## src/rtl/rtype_encoder_pkg.sv

```systemverilog
// Shared R-type encoding constants and the matching ALU-control decoder.
package rtype_encoder_pkg;

  localparam logic [3:0] ALUOP_AND = 4'b0000;
  localparam logic [3:0] ALUOP_OR  = 4'b0001;
  localparam logic [3:0] ALUOP_ADD = 4'b0010;
  localparam logic [3:0] ALUOP_SLL = 4'b0011;
  localparam logic [3:0] ALUOP_SUB = 4'b0100;
  localparam logic [3:0] ALUOP_SRL = 4'b0101;
  localparam logic [3:0] ALUOP_MUL = 4'b0110;
  localparam logic [3:0] ALUOP_XOR = 4'b0111;

  localparam logic [6:0] OPCODE_RTYPE = 7'b0110011;

  localparam logic [2:0] F3_ADD_SUB = 3'b000;
  localparam logic [2:0] F3_SLL     = 3'b001;
  localparam logic [2:0] F3_MUL     = 3'b010;
  localparam logic [2:0] F3_XOR     = 3'b100;
  localparam logic [2:0] F3_SRL     = 3'b101;
  localparam logic [2:0] F3_OR      = 3'b110;
  localparam logic [2:0] F3_AND     = 3'b111;

  localparam logic [6:0] F7_BASE = 7'b0000000;
  localparam logic [6:0] F7_SUB  = 7'b0100000;

  typedef struct packed {
    logic       legal;
    logic [2:0] funct3;
    logic [6:0] funct7;
  } enc_t;

  typedef struct packed {
    logic       legal;
    logic       regwrite;
    logic [3:0] aluop;
  } dec_t;

  // Inverse of the encode table; unknown opcode/funct pairs decode as illegal.
  function automatic dec_t decode_rtype(input logic [6:0] funct7,
                                        input logic [2:0] funct3,
                                        input logic [6:0] opcode);
    dec_t d;
    d = '0;
    if (opcode == OPCODE_RTYPE) begin
      d.legal = 1'b1;
      case ({funct7, funct3})
        {F7_BASE, F3_ADD_SUB}: d.aluop = ALUOP_ADD;
        {F7_SUB,  F3_ADD_SUB}: d.aluop = ALUOP_SUB;
        {F7_BASE, F3_OR}:      d.aluop = ALUOP_OR;
        {F7_BASE, F3_AND}:     d.aluop = ALUOP_AND;
        {F7_BASE, F3_SLL}:     d.aluop = ALUOP_SLL;
        {F7_BASE, F3_SRL}:     d.aluop = ALUOP_SRL;
        {F7_BASE, F3_MUL}:     d.aluop = ALUOP_MUL;
        {F7_BASE, F3_XOR}:     d.aluop = ALUOP_XOR;
        default:               d.legal = 1'b0;
      endcase
      d.regwrite = d.legal;
    end
    return d;
  endfunction

endpackage

```

## src/rtl/sync_fifo.sv

```systemverilog
// Purpose: single-clock FIFO, DEPTH entries of WIDTH bits; rd_data is 0 when empty.
// Latency: a write is visible at rd_data the cycle after it is taken.
// Backpressure: writes ignored when full, reads ignored when empty; full is purely registered.
module sync_fifo #(
  parameter int DEPTH = 4,
  parameter int WIDTH = 32
) (
  input  logic             clk,
  input  logic             rst,
  input  logic             wr_en,
  input  logic [WIDTH-1:0] wr_data,
  input  logic             rd_en,
  output logic [WIDTH-1:0] rd_data,
  output logic             full,
  output logic             empty
);

  localparam int AW = (DEPTH > 1) ? $clog2(DEPTH) : 1;

  logic [WIDTH-1:0] mem [DEPTH];
  logic [AW-1:0]    wr_ptr;
  logic [AW-1:0]    rd_ptr;
  logic [AW:0]      count;
  logic             wr_ok;
  logic             rd_ok;

  assign full    = (count == (AW+1)'(DEPTH));
  assign empty   = (count == '0);
  assign wr_ok   = wr_en && !full;
  assign rd_ok   = rd_en && !empty;
  assign rd_data = empty ? '0 : mem[rd_ptr];

  // Power-of-two depth lets the pointers wrap by natural overflow.
  always_ff @(posedge clk) begin
    if (rst) begin
      wr_ptr <= '0;
      rd_ptr <= '0;
      count  <= '0;
    end else begin
      if (wr_ok) wr_ptr <= wr_ptr + 1'b1;
      if (rd_ok) rd_ptr <= rd_ptr + 1'b1;
      case ({wr_ok, rd_ok})
        2'b10:   count <= count + 1'b1;
        2'b01:   count <= count - 1'b1;
        default: count <= count;
      endcase
    end
  end

  always_ff @(posedge clk) begin
    if (wr_ok) mem[wr_ptr] <= wr_data;
  end

endmodule

```

## src/rtl/rtype_encoder.sv

```systemverilog
// Purpose: encode ALU-op requests into 32-bit R-type words, queued in an output FIFO.
// Latency: 1 cycle from acceptance to instr when the queue is empty.
// Backpressure: req_ready follows registered FIFO occupancy; a same-cycle pop never frees a full queue.
module rtype_encoder
  import rtype_encoder_pkg::*;
#(
  parameter int DEPTH = 4
) (
  input  logic        clk,
  input  logic        rst,
  input  logic        req_valid,
  output logic        req_ready,
  input  logic [3:0]  req_aluop,
  input  logic [4:0]  req_rd,
  input  logic [4:0]  req_rs1,
  input  logic [4:0]  req_rs2,
  output logic        instr_valid,
  input  logic        instr_ready,
  output logic [31:0] instr,
  output logic        err_illegal,
  output logic [15:0] issued_cnt
);

  function automatic enc_t encode_aluop(input logic [3:0] op);
    enc_t e;
    e.legal  = 1'b1;
    e.funct3 = F3_ADD_SUB;
    e.funct7 = F7_BASE;
    case (op)
      ALUOP_ADD: e.funct3 = F3_ADD_SUB;
      ALUOP_SUB: e.funct7 = F7_SUB;
      ALUOP_OR:  e.funct3 = F3_OR;
      ALUOP_AND: e.funct3 = F3_AND;
      ALUOP_SLL: e.funct3 = F3_SLL;
      ALUOP_SRL: e.funct3 = F3_SRL;
      ALUOP_MUL: e.funct3 = F3_MUL;
      ALUOP_XOR: e.funct3 = F3_XOR;
      default:   e.legal  = 1'b0;
    endcase
    return e;
  endfunction

  enc_t        enc;
  logic        accept;
  logic        push;
  logic        pop;
  logic        fifo_full;
  logic        fifo_empty;
  logic [31:0] word;
  logic        err_q;
  logic [15:0] cnt_q;

  assign enc    = encode_aluop(req_aluop);
  assign word   = {enc.funct7, req_rs2, req_rs1, enc.funct3, req_rd, OPCODE_RTYPE};

  // Ready is withheld during reset so requests presented then are dropped.
  assign req_ready   = !rst && !fifo_full;
  assign accept      = req_valid && req_ready;
  assign push        = accept && enc.legal;
  assign instr_valid = !fifo_empty;
  assign pop         = instr_valid && instr_ready;

  sync_fifo #(
    .DEPTH (DEPTH),
    .WIDTH (32)
  ) u_fifo (
    .clk     (clk),
    .rst     (rst),
    .wr_en   (push),
    .wr_data (word),
    .rd_en   (pop),
    .rd_data (instr),
    .full    (fifo_full),
    .empty   (fifo_empty)
  );

  always_ff @(posedge clk) begin
    if (rst) begin
      err_q <= 1'b0;
      cnt_q <= '0;
    end else begin
      err_q <= accept && !enc.legal;
      if (pop) cnt_q <= cnt_q + 16'd1;
    end
  end

  assign err_illegal = err_q;
  assign issued_cnt  = cnt_q;

endmodule

```

## config.mk

```make
export PLATFORM = sky130hd
export DESIGN_NAME = rtype_encoder
export DESIGN_NICKNAME = d
export VERILOG_FILES = /design/src/rtl/rtype_encoder_pkg.sv /design/src/rtl/sync_fifo.sv /design/src/rtl/rtype_encoder.sv
export SDC_FILE = /design/constraint.sdc
export NUM_CORES = 1
export LEC_CHECK = 0
export CORE_AREA = 2 2 111 113
export DETAILED_ROUTE_END_ITERATION = 7
export DIE_AREA = 0 0 113 115
export PLACE_DENSITY = 0.62
export SKIP_LAST_GASP = 1
export SLEW_MARGIN = 20
export SYNTH_ARGS = -nofsm -noshare
export SYNTH_HDL_FRONTEND = slang
export SYNTH_SLANG_ARGS = --single-unit
```

## constraint.sdc

```tcl
create_clock -name clk -period 2.3 [get_ports clk]
set_input_delay 0.46 -clock clk [delete_from_list [all_inputs] [get_ports clk]]
set_output_delay 0.46 -clock clk [all_outputs]
set_load 0.005 [all_outputs]
```

Word level (Yosys, flattened, before mapping)

Memories as Yosys holds them, arrays and structs flattened. A register that Yosys moved wholly into a read port is not among the register bits.
Cells that the tools add are included.

Flip-flop bits (word level): 24
RAM bits: 96
Bits of input ports: 23
Output and inout bits: 51
Logic and storage cells: 45
Memories kept: 1

Memories:

| name       | words | width | read ports | clocked after Yosys merged registers in | wr ports | RTL line        | RTL |
|---|---|---|---|---|---|---|---|
| u_fifo.mem | 4     | 24    | 1          | 1                                       | 1        | sync_fifo.sv:20 | `logic [WIDTH-1:0] mem [DEPTH];` |

Add/subtract/negate cells: 5
Equality and inequality tests: 10
Multiplexer cells: 9
Reductions and logical operators: 15

Operators with widths:

| kind                                                                  | count |
|---|---|
| 32-bit 2-to-1 mux                                                     | 1 |
| 3-bit one-hot mux with 6 select lines                                 | 1 |
| 16-bit by 1-bit adder with 16-bit output, second input constant       | 1 |
| 4-bit by 3-bit equality test with 1-bit output, second input constant | 4 |
| 4-bit by 2-bit equality test with 1-bit output, second input constant | 2 |
| 8-bit OR reduction                                                    | 1 |
| 1-bit logical AND                                                     | 7 |
| 6-bit 2-to-1 mux                                                      | 1 |
| 3-bit one-hot mux with 2 select lines                                 | 1 |
| 2-bit by 1-bit adder with 2-bit output, second input constant         | 2 |
| 4-bit by 1-bit equality test with 1-bit output, second input constant | 1 |
| 1-bit logical NOT                                                     | 4 |
| 4-bit logical NOT                                                     | 1 |
| 2-bit 2-to-1 mux                                                      | 2 |
| 3-bit by 1-bit adder with 3-bit output, second input constant         | 1 |
| 3-bit equality test, second input constant                            | 1 |
| 3-bit logical NOT                                                     | 1 |
| 1-bit 2-to-1 mux                                                      | 3 |
| 3-bit by 1-bit subtractor with 3-bit output, second input constant    | 1 |
| 2-bit by 1-bit equality test with 1-bit output, second input constant | 1 |
| 2-bit equality test, second input constant                            | 1 |
| 2-bit nonzero test                                                    | 1 |

Logic depth before layout (Yosys ltp)

Gate-level depths: netlist of run 1.

Word-level depth: 8
Gate-level depth with buffers: 9
Gate-level depth less buffers: 9

Cells and area by module

A second synthesis of run 1 with hierarchy kept.

Cell total of the unflattened synthesis: 351
Area, all modules: 6242.2 um2

By module, submodules not included:

| module        | instances | cells an instance | area an instance (um2) | seq. area each (um2) |
|---|---|---|---|---|
| sync_fifo     | 1         | 256               | 5421.4                 | 4023.9 |
| rtype_encoder | 1         | 95                | 820.8                  | 340.3 |

Least setup slack after synthesis of run 1

No wires, ideal clock.

Kind: in2reg
Start point: input rst
End point: register u_fifo.count[2]
Setup time: 0.071 ns
Arrival time: 2.140 ns
Data required time: 2.229 ns
Slack: 0.089 ns
Stages on the path: 9
Buffers on the path: 1
Cells stage by stage: clkbuf_1 a2111oi_4 inv_1 ha_1 inv_1 fa_1 xor2_1 or3_2 a21oi_1

Word-level cells in the longest chain between the ends: 7
Elaborated cells on any way between the ends: 9
Those cells by class: eq/ne: 2; mux: 1; reduce/logical: 6

Ends and longest elaborated chain:

| what                                                                                         | RTL line            | RTL |
|---|---|---|
| start: declaration                                                                           | rtype_encoder.sv:10 | `input logic rst,` |
| 1-bit logical NOT                                                                            | rtype_encoder.sv:57 | `assign req_ready = !rst && !fifo_full;` |
| 1-bit logical AND                                                                            | rtype_encoder.sv:57 |  |
| 1-bit logical AND                                                                            | rtype_encoder.sv:58 | `assign accept = req_valid && req_ready;` |
| 1-bit logical AND                                                                            | rtype_encoder.sv:59 | `assign push = accept && enc.legal;` |
| 1-bit logical AND                                                                            | sync_fifo.sv:29     | `assign wr_ok = wr_en && !full;` |
| 2-bit by 1-bit equality test with 1-bit output / 2-bit equality test (equally long branches) | sync_fifo.sv:42     | `case ({wr_ok, rd_ok})` |
| 3-bit one-hot mux with 2 select lines / 2-bit nonzero test (equally long branches)           | -                   |  |
| end signal: assignment                                                                       | sync_fifo.sv:43     | `2'b10: count <= count + 1'b1;` |
| end signal: assignment                                                                       | sync_fifo.sv:44     | `2'b01: count <= count - 1'b1;` |
| end signal: assignment                                                                       | sync_fifo.sv:45     | `default: count <= count;` |
| end: declaration                                                                             | sync_fifo.sv:23     | `logic [AW:0] count;` |

Several ways; a longest one is shown, not always the timed one.
A chain may end at the register's enable or synchronous reset.

==> run metrics, run 1 <==
Hold Buf Count CTS=0; CP endpoint kind=output port; DR iter-0 viols=138; Sw Ratio=0.268; Max Buffers Root-to-Sink=2; clock share of power=0.275; IO Count=74; initial antenna violation count=0; P_sw=1.43 mW; final worst-path cycle share=1.05; fraction of registers with async set/reset=0; share of cells above drive strength 1=0.218; num rows=40; largest net degree at the start of global routing=27; per-cell routed wire length=16.1 um; synthesized instance count=285; CTS tree=done; Setup violations, final=8; CP max-delay cell=mux4_2; minimum clock period=2.41 ns; DRT antenna net count=0; Synth Flop Type=edfxtp_1; final core utilization=0.490; final net count=411; Die ar.=13,000 sq um; pwr dens=920 nW/um^2; global placement routability congestion=0.783; share of the synthesized area in the top cell type=0.535; unrepaired setup endpoints after global routing=true; first-pass GRT wire length=12,800 um; Worst Path Required=1.84 ns; Tot Pwr=5.33 mW; vias in the first global route=2,526; CP Cell Sequence=buf_16, mux4_2, nor2b_1, clkdlybuf4s50_1; area grow syn2layout=35.9%; leakage=2.19 nW; H-tree depth=3; clock slew at reported path FFs=0.07 ns; # port buffers=64; Avg Vias per Cell=4.85; Core Footprint=11,800 sq um; most frequent cells in the layout=76 x edfxtp_1, 48 x clkdlybuf4s50_1, 24 x nor2_1, 24 x dfxtp_1, 23 x buf_4; hold crit path type=flop to flop; slowest stage delay, CP=0.48 ns; die width=113 um; global-route usage over all layers=0.130; Synth Area per Inst=15.0 sq um; failing checks=design-rule violations, negative setup slack; Post-route DRC=6; Int Pwr=3.90 mW; clock tree root driver cell=clkbuf_16; peak supply drop=416 uV; Die H=115 um; global route overflow=0; critical path class=flop to output port; aggregate routed wire length=8590 um; Initial Util=0.361; vias=2,584; Post-synth EDFFs=76; final hold vios=0; data arrival time of the worst path=1.95 ns; # diodes=0; Comb power frac=0.332; commonest non-fill, non-tap cell in the layout=edfxtp_1; Synth cell types=38; Max-Cap Viols=0; Slew Limit Fails=0; fmax=415 MHz; final worst slack=-0.107 ns; Skew-Pair Late Insertion Delay=0.34 ns; Yosys reg bits=102; Final Skew=0.00830 ns; worst slack, placed=-0.321 ns; CP max FO=5; CTS Buf Count=9; drt pass-1 iters=6; CTS Sinks=102; Flop pwr share=0.393; Yosys top cell by area=edfxtp_1; Synth area leaders=edfxtp_1 54%, dfxtp_1 12%, mux4_2 10%; Synth Warn #=0; post-synthesis sequential area ratio=0.657; status=complete, but fails checks; crit path launch type=flop; DP Wirelength=5350 um; Netlist Area Pre-Place=4260 sq um
## through the flow
stage / TNS (ns) / area [sq um] / cells / hold slack, ns
global route: -1.40 / 5790 / 533 / 0.519
CTS: -2.76 / 5560 / 518 / 0.495
detailed placement: -0.527 / 5220 / 501 / 0.483
global placement: -0.416 / 5220 / 501 / 0.467
floorplan: 0 / 4290 / 293 / 0.468
finish: -0.740 / 5790 / 533 / 0.488
## logic make-up after synthesis
family	Yosys count	share of synthesized area
AOI/OAI and AO/OA	21	0.0376
adders and majority gates	7	0.0223
and+or+nand+nor	85	0.107
other	1	0.000879
xor gates and xnor gates	15	0.0308
buffers and inverters	35	0.0437
DFF	102	0.657
muxes	19	0.100
## synthesized netlist by cell type, types with 2 or more instances
master	instances
a21oi_1	12
and2_1	5
and3_1	3
and4_1	2
buf_2	3
buf_4	13
clkbuf_1	7
dfxtp_1	26
edfxtp_1	76
ha_1	6
inv_1	11
mux4_2	19
nand2_1	10
nand3_1	4
nand4_1	4
nor2_1	24
nor2b_1	21
nor3_1	4
o21ai_0	2
o31ai_1	2
xnor2_1	7
xor2_1	8
## power by group through the flow
stage               registers [mW]  logic, mW  clock network [mW]
floorplan                     2.12      0.717                   0
global placement              2.11       1.40                   0
detailed placement            2.11       1.41                   0
CTS                           2.09       1.45                1.51
global route                  2.11       1.92                1.58
finish                        2.10       1.77                1.46
## critical path: cells and delay by family, from the launching register on
kind                   cells  cell delay (ns)
AND/OR/NAND/NOR            1             0.14
multiplexers               1             0.48
buffers and inverters      2             0.57
flip-flops                 1             0.41
## worst paths after layout
path | from | slack, ns | to | cells past startpoint
min reg2reg | issued_cnt[15] | 0.49 | issued_cnt[15] | 2
max reg2reg | u_fifo.count[0] | 0.21 | u_fifo.count[2] | 9
max | flop | -0.11 | instr[10] | 4
min | issued_cnt[15] | 0.49 | issued_cnt[15] | 2
## state kept, by name, summed over array words and instances (netlist names), named ones only
register / flops
issued_cnt: 16
u_fifo.wr_ptr: 2
u_fifo.count: 3
u_fifo.mem: 76
err_illegal: 1
u_fifo.rd_ptr: 2
## area by class of cell
| cell class | instances | area, sq um |
|---|---|---|
| clock buffer | 10 | 229 |
| inverter | 12 | 47.5 |
| tap | 147 | 184 |
| fill | 1019 | 6020 |
| sequential | 102 | 2810 |
| multi-input combinational | 156 | 1330 |
| clock inverter | 6 | 62.6 |
| timing repair buffer | 100 | 1140 |
## repair_timing
item                       CTS  global route
cloned                       1             4
pin swaps                    0             3
setup endpoints to repair   21            25
gates resized for setup      8            20
setup buffers                0            11
## per-layer routing
metal / share of wire / global-route usage
met1: 0.44 / 0.164
met2: 0.50 / 0.222
met3: 0.048 / 0.0253
met4: 0.012 / 0.0512
met5: 0 / 0
(Power assumes the default switching activity.)
==> run 2: changes to the inputs <==
- CTS_CLUSTER_DIAMETER: default -> 30
- DONT_BUFFER_PORTS: default -> 1
- PLACE_DENSITY: 0.62 -> 0.53
==> run metrics, run 2 (same netlist as run 1, synthesis figures left out) <==
Core Footprint=11,800 sq um; Avg Vias per Cell=4.95; peak supply drop=428 uV; Die ar.=13,000 sq um; CTS Buf Count=9; unrepaired setup endpoints after global routing=false; final worst-path cycle share=0.933; data arrival time of the worst path=2.42 ns; Initial Util=0.361; drt pass-1 iters=8; leakage=1.54 nW; DRT antenna net count=0; Biggest register=u_fifo.mem; post-route insts no fill=445; Max-Cap Viols=0; H-tree depth=3; Slew Limit Fails=0; fmax=466 MHz; share of cells above drive strength 1=0.185; postcts setup bufs=0; first-pass GRT wire length=11,900 um; global placement routability congestion=0.708; area grow syn2layout=12.1%; CP max-delay cell=or3_2; die width=113 um; CP max FO=5; status=complete, but fails checks; Setup violations, final=0; crit path launch type=flop; slowest stage delay, CP=0.40 ns; final hold vios=0; clock slew at reported path FFs=0.07 ns; hold depth=1; clock tree root driver cell=clkbuf_16; DP Wirelength=4800 um; CP Cell Sequence=nor2_1, a2111oi_4, inv_1, ha_1, inv_1, fa_1, xor2_1, or3_2, a21oi_1; # port buffers=0; IO Count=74; Worst Hold Slack=0.180 ns; most frequent cells in the layout=76 x edfxtp_1, 25 x dfxtp_1, 24 x nor2_1, 21 x nor2b_1, 19 x mux4_2; largest net degree at the start of global routing=28; most used cell, CP=inv_1; CTS tree=done; pwr dens=927 nW/um^2; # diodes=0; final worst slack=0.154 ns; global route overflow=0; Die H=115 um; minimum clock period=2.15 ns; Post-route DRC=6; Fin Setup TNS=0 ns; num rows=40; aggregate routed wire length=7390 um; failing checks=design-rule violations; final net count=323; Final Skew=0.00754 ns; initial antenna violation count=0; vias in the first global route=2,208; worst slack, placed=0.106 ns; DR iter-0 viols=147; Hold Buf Count CTS=0; Skew-Pair Late Insertion Delay=0.34 ns; vias=2,201; CTS Sinks=102; dpl cells=429; Worst Path Required=2.57 ns; per-cell routed wire length=16.6 um; max reg flops=76; commonest non-fill, non-tap cell in the layout=edfxtp_1; critical path class=flop to flop; FF-to-FF path depth=9; CTS resizes=0; Fillers=1,127; Max Buffers Root-to-Sink=2; hold crit path type=input port to flop; CP endpoint kind=flop; global-route usage over all layers=0.122
run 2: cell types whose count changed in the layout (fill, tap and decap cells not counted), moves of 2 or more:
cell             delta
clkinvlp_4          +2
inv_6               -2
buf_4              -14
buf_12              -5
clkdlybuf4s50_1    -48
dlymetal6s2s_1     -15
clkbuf_16           -4
run 2: critical path, delay by kind of cell (launching register included):
| family | cells | cell delay [ns] |
|---|---|---|
| AOI/OAI and AO/OA | 2 | 0.25 |
| xor gates and xnor gates | 1 | 0.15 |
| adders and majority gates | 2 | 0.55 |
| buffers and inverters | 2 | 0.14 |
| DFF | 1 | 0.36 |
| and+or+nand+nor | 2 | 0.63 |
run 2: power breakdown:
group          internal [mW]  switching [mW]
Clock                  0.863           0.664
Sequential              2.04          0.0555
Combinational          0.369           0.442
run 2: final cells by class:
| class | count | area (sq um) | area share |
|---|---|---|---|
| repair buffers | 12 | 128 | 0.0267 |
| well taps | 147 | 184 | 0.0385 |
| clock inverters | 6 | 76.3 | 0.0160 |
| multi-input cells | 156 | 1310 | 0.274 |
| flip-flops and latches | 102 | 2800 | 0.587 |
| clock buffers | 10 | 229 | 0.0479 |
| inverters | 12 | 47.5 | 0.00995 |
run 2: path summary, 6_finish.rpt:
path,start,to,slack (ns)
max,u_fifo.count[0],u_fifo.count[2],0.15
min,rst,issued_cnt[12],0.18
min reg2reg,issued_cnt[15],issued_cnt[15],0.50
max reg2reg,u_fifo.count[0],u_fifo.count[2],0.15
run 2: routing by layer:
metal | GRT usage | vias up | share of wire
li1 | - | 1035 | -
met3 | 0.0522 | 6 | 0.070
met4 | 0.0439 | 0 | 0.012
met2 | 0.210 | 69 | 0.51
met1 | 0.136 | 1091 | 0.41
met5 | 0 | - | 0
run 2: through the flow:
step / power [mW] / util / cell area, sq um
2_1_floorplan: 2.84 / - / 4290
3_3_place_gp: 2.96 / 0.379 / 4470
3_5_place_dp: 2.98 / 0.379 / 4470
4_1_cts: 4.51 / 0.404 / 4780
5_1_grt: 4.66 / 0.405 / 4780
6_report: 4.43 / 0.405 / 4780
==> run 3: changes to the inputs <==
- CAP_MARGIN: default -> 30
- MAX_ROUTING_LAYER: default -> met4
- PLACE_DENSITY: 0.53 -> 0.51
- clock period: 2.3 -> 2 ns (I/O delays scaled with it)
==> run metrics, run 3 (same netlist as run 1, synthesis figures left out) <==
M1 WL=3290 um; Max Buffers Root-to-Sink=2; metal2 WL=3630 um; final instance area=4900 sq um; P_sw=1.40 mW; Post-DP Area=4500 sq um; Post-route DRC=7; drt pass-1 iters=6; CTS Sinks=102; global placement routability congestion=0.678; area grow syn2layout=14.8%; Skew-Pair Late Insertion Delay=0.34 ns; status=complete, but fails checks; final hold vios=0; Initial Util=0.361; commonest non-fill, non-tap cell in the layout=edfxtp_1; hold crit path type=input port to flop; global route overflow=0; die width=113 um; Slew Limit Fails=0; share of cells above drive strength 1=0.221; DR iter-0 viols=168; Setup violations, final=0; crit path launch type=flop; max reg flops=76; clock slew at reported path FFs=0.07 ns; first-pass GRT wire length=11,700 um; max layer used=met4; r2r setup slk=0.08 ns; DRT antenna net count=0; per-cell routed wire length=17.1 um; Die H=115 um; DP Wirelength=4700 um; most frequent cells in the layout=76 x edfxtp_1, 23 x nor2_1, 22 x dfxtp_1, 19 x mux4_2, 16 x nor2b_1; Tot Pwr=5.29 mW; CTS tree=done; Worst Path Required=1.60 ns; hold-critical path endpoint=u_fifo.count[2]; Max-Cap Viols=0; Worst Hold Slack=0.121 ns; Avg Vias per Cell=4.82; # diodes=0; num rows=40; fmax=511 MHz; vias in the first global route=2,199; Comb power frac=0.208; pwr dens=1080 nW/um^2; startpoint of the worst hold path=rst; met3 routed WL=554 um; FF-to-FF End=u_fifo.count[2]; peak supply drop=361 uV; hold depth=1; CP max FO=5; Int Pwr=3.89 mW; Final Skew=0.00647 ns; Sw Ratio=0.264; Hold Buf Count CTS=0; worst r2r src=u_fifo.count[0]; Flop pwr share=0.462; unrepaired setup endpoints after global routing=true; clock tree root driver cell=clkbuf_16; FF-to-FF path depth=9; largest net degree at the start of global routing=28; final net count=323; data arrival time of the worst path=1.56 ns; CP endpoint kind=output port; # port buffers=0; final worst-path cycle share=0.979; aggregate routed wire length=7590 um; initial antenna violation count=0; failing checks=design-rule violations; Core Footprint=11,800 sq um; leakage=1.58 nW; H-tree depth=3; clock share of power=0.330; vias=2,147; critical path class=flop to output port; Biggest register=u_fifo.mem; final core utilization=0.415; minimum clock period=1.96 ns; CTS Buf Count=9; global-route usage over all layers=0.125; IO Count=74; Die ar.=13,000 sq um
run 3: final cells by class:
class	instances	area [sq um]
clock inverters	5	66.3
repair buffers	12	190
fillers	1075	6910
flip-flops and latches	102	2810
clock buffers	11	233
well taps	147	184
inverters	12	47.5
multi-input cells	156	1360
run 3: how the worst max path moves through the flow:
stage                       to  slack (ns)  cells after the start
2_1_floorplan        instr[15]        0.05                      4
3_3_place_gp   u_fifo.count[2]        0.08                      9
3_5_place_dp   u_fifo.count[2]        0.02                      9
4_1_cts              instr[16]       -0.02                      3
5_1_grt              instr[24]       -0.02                      3
6_report             instr[16]        0.04                      3
run 3: what timing repair did:
item | in CTS | in global routing
buffers inserted | 0 | 0
gates cloned | 1 | 1
resized for setup | 3 | 11
endpoints found under the setup margin | 14 | 10
run 3: layer usage:
layer | track usage | vias to the layer above
met5 | - | -
met4 | 0.0447 | 0
met3 | 0.0543 | 9
met2 | 0.200 | 61
met1 | 0.139 | 1038
li1 | - | 1039
run 3: stage by stage:
stage / TNS (ns) / instances / worst slack [ns]
2_1_floorplan: 0 / 293 / 0.0514
3_3_place_gp: 0 / 427 / 0.0778
3_5_place_dp: 0 / 427 / 0.0232
4_1_cts: -0.0273 / 444 / -0.0161
5_1_grt: -0.123 / 445 / -0.0188
6_report: 0 / 445 / 0.0423
run 3: critical path, stage by stage, from the launching register on:
cell,delay [ns]
dfxtp_4,0.40
buf_12,0.13
mux4_2,0.52
nor2b_1,0.16
run 3: power groups by stage:
stage / Sequential, mW / Clock [mW] / Combinational [mW]
2_1_floorplan: 2.45 / 0 / 0.843
3_3_place_gp: 2.46 / 0 / 0.958
3_5_place_dp: 2.47 / 0 / 0.967
4_1_cts: 2.44 / 1.81 / 1.02
5_1_grt: 2.46 / 1.88 / 1.22
6_report: 2.45 / 1.74 / 1.10
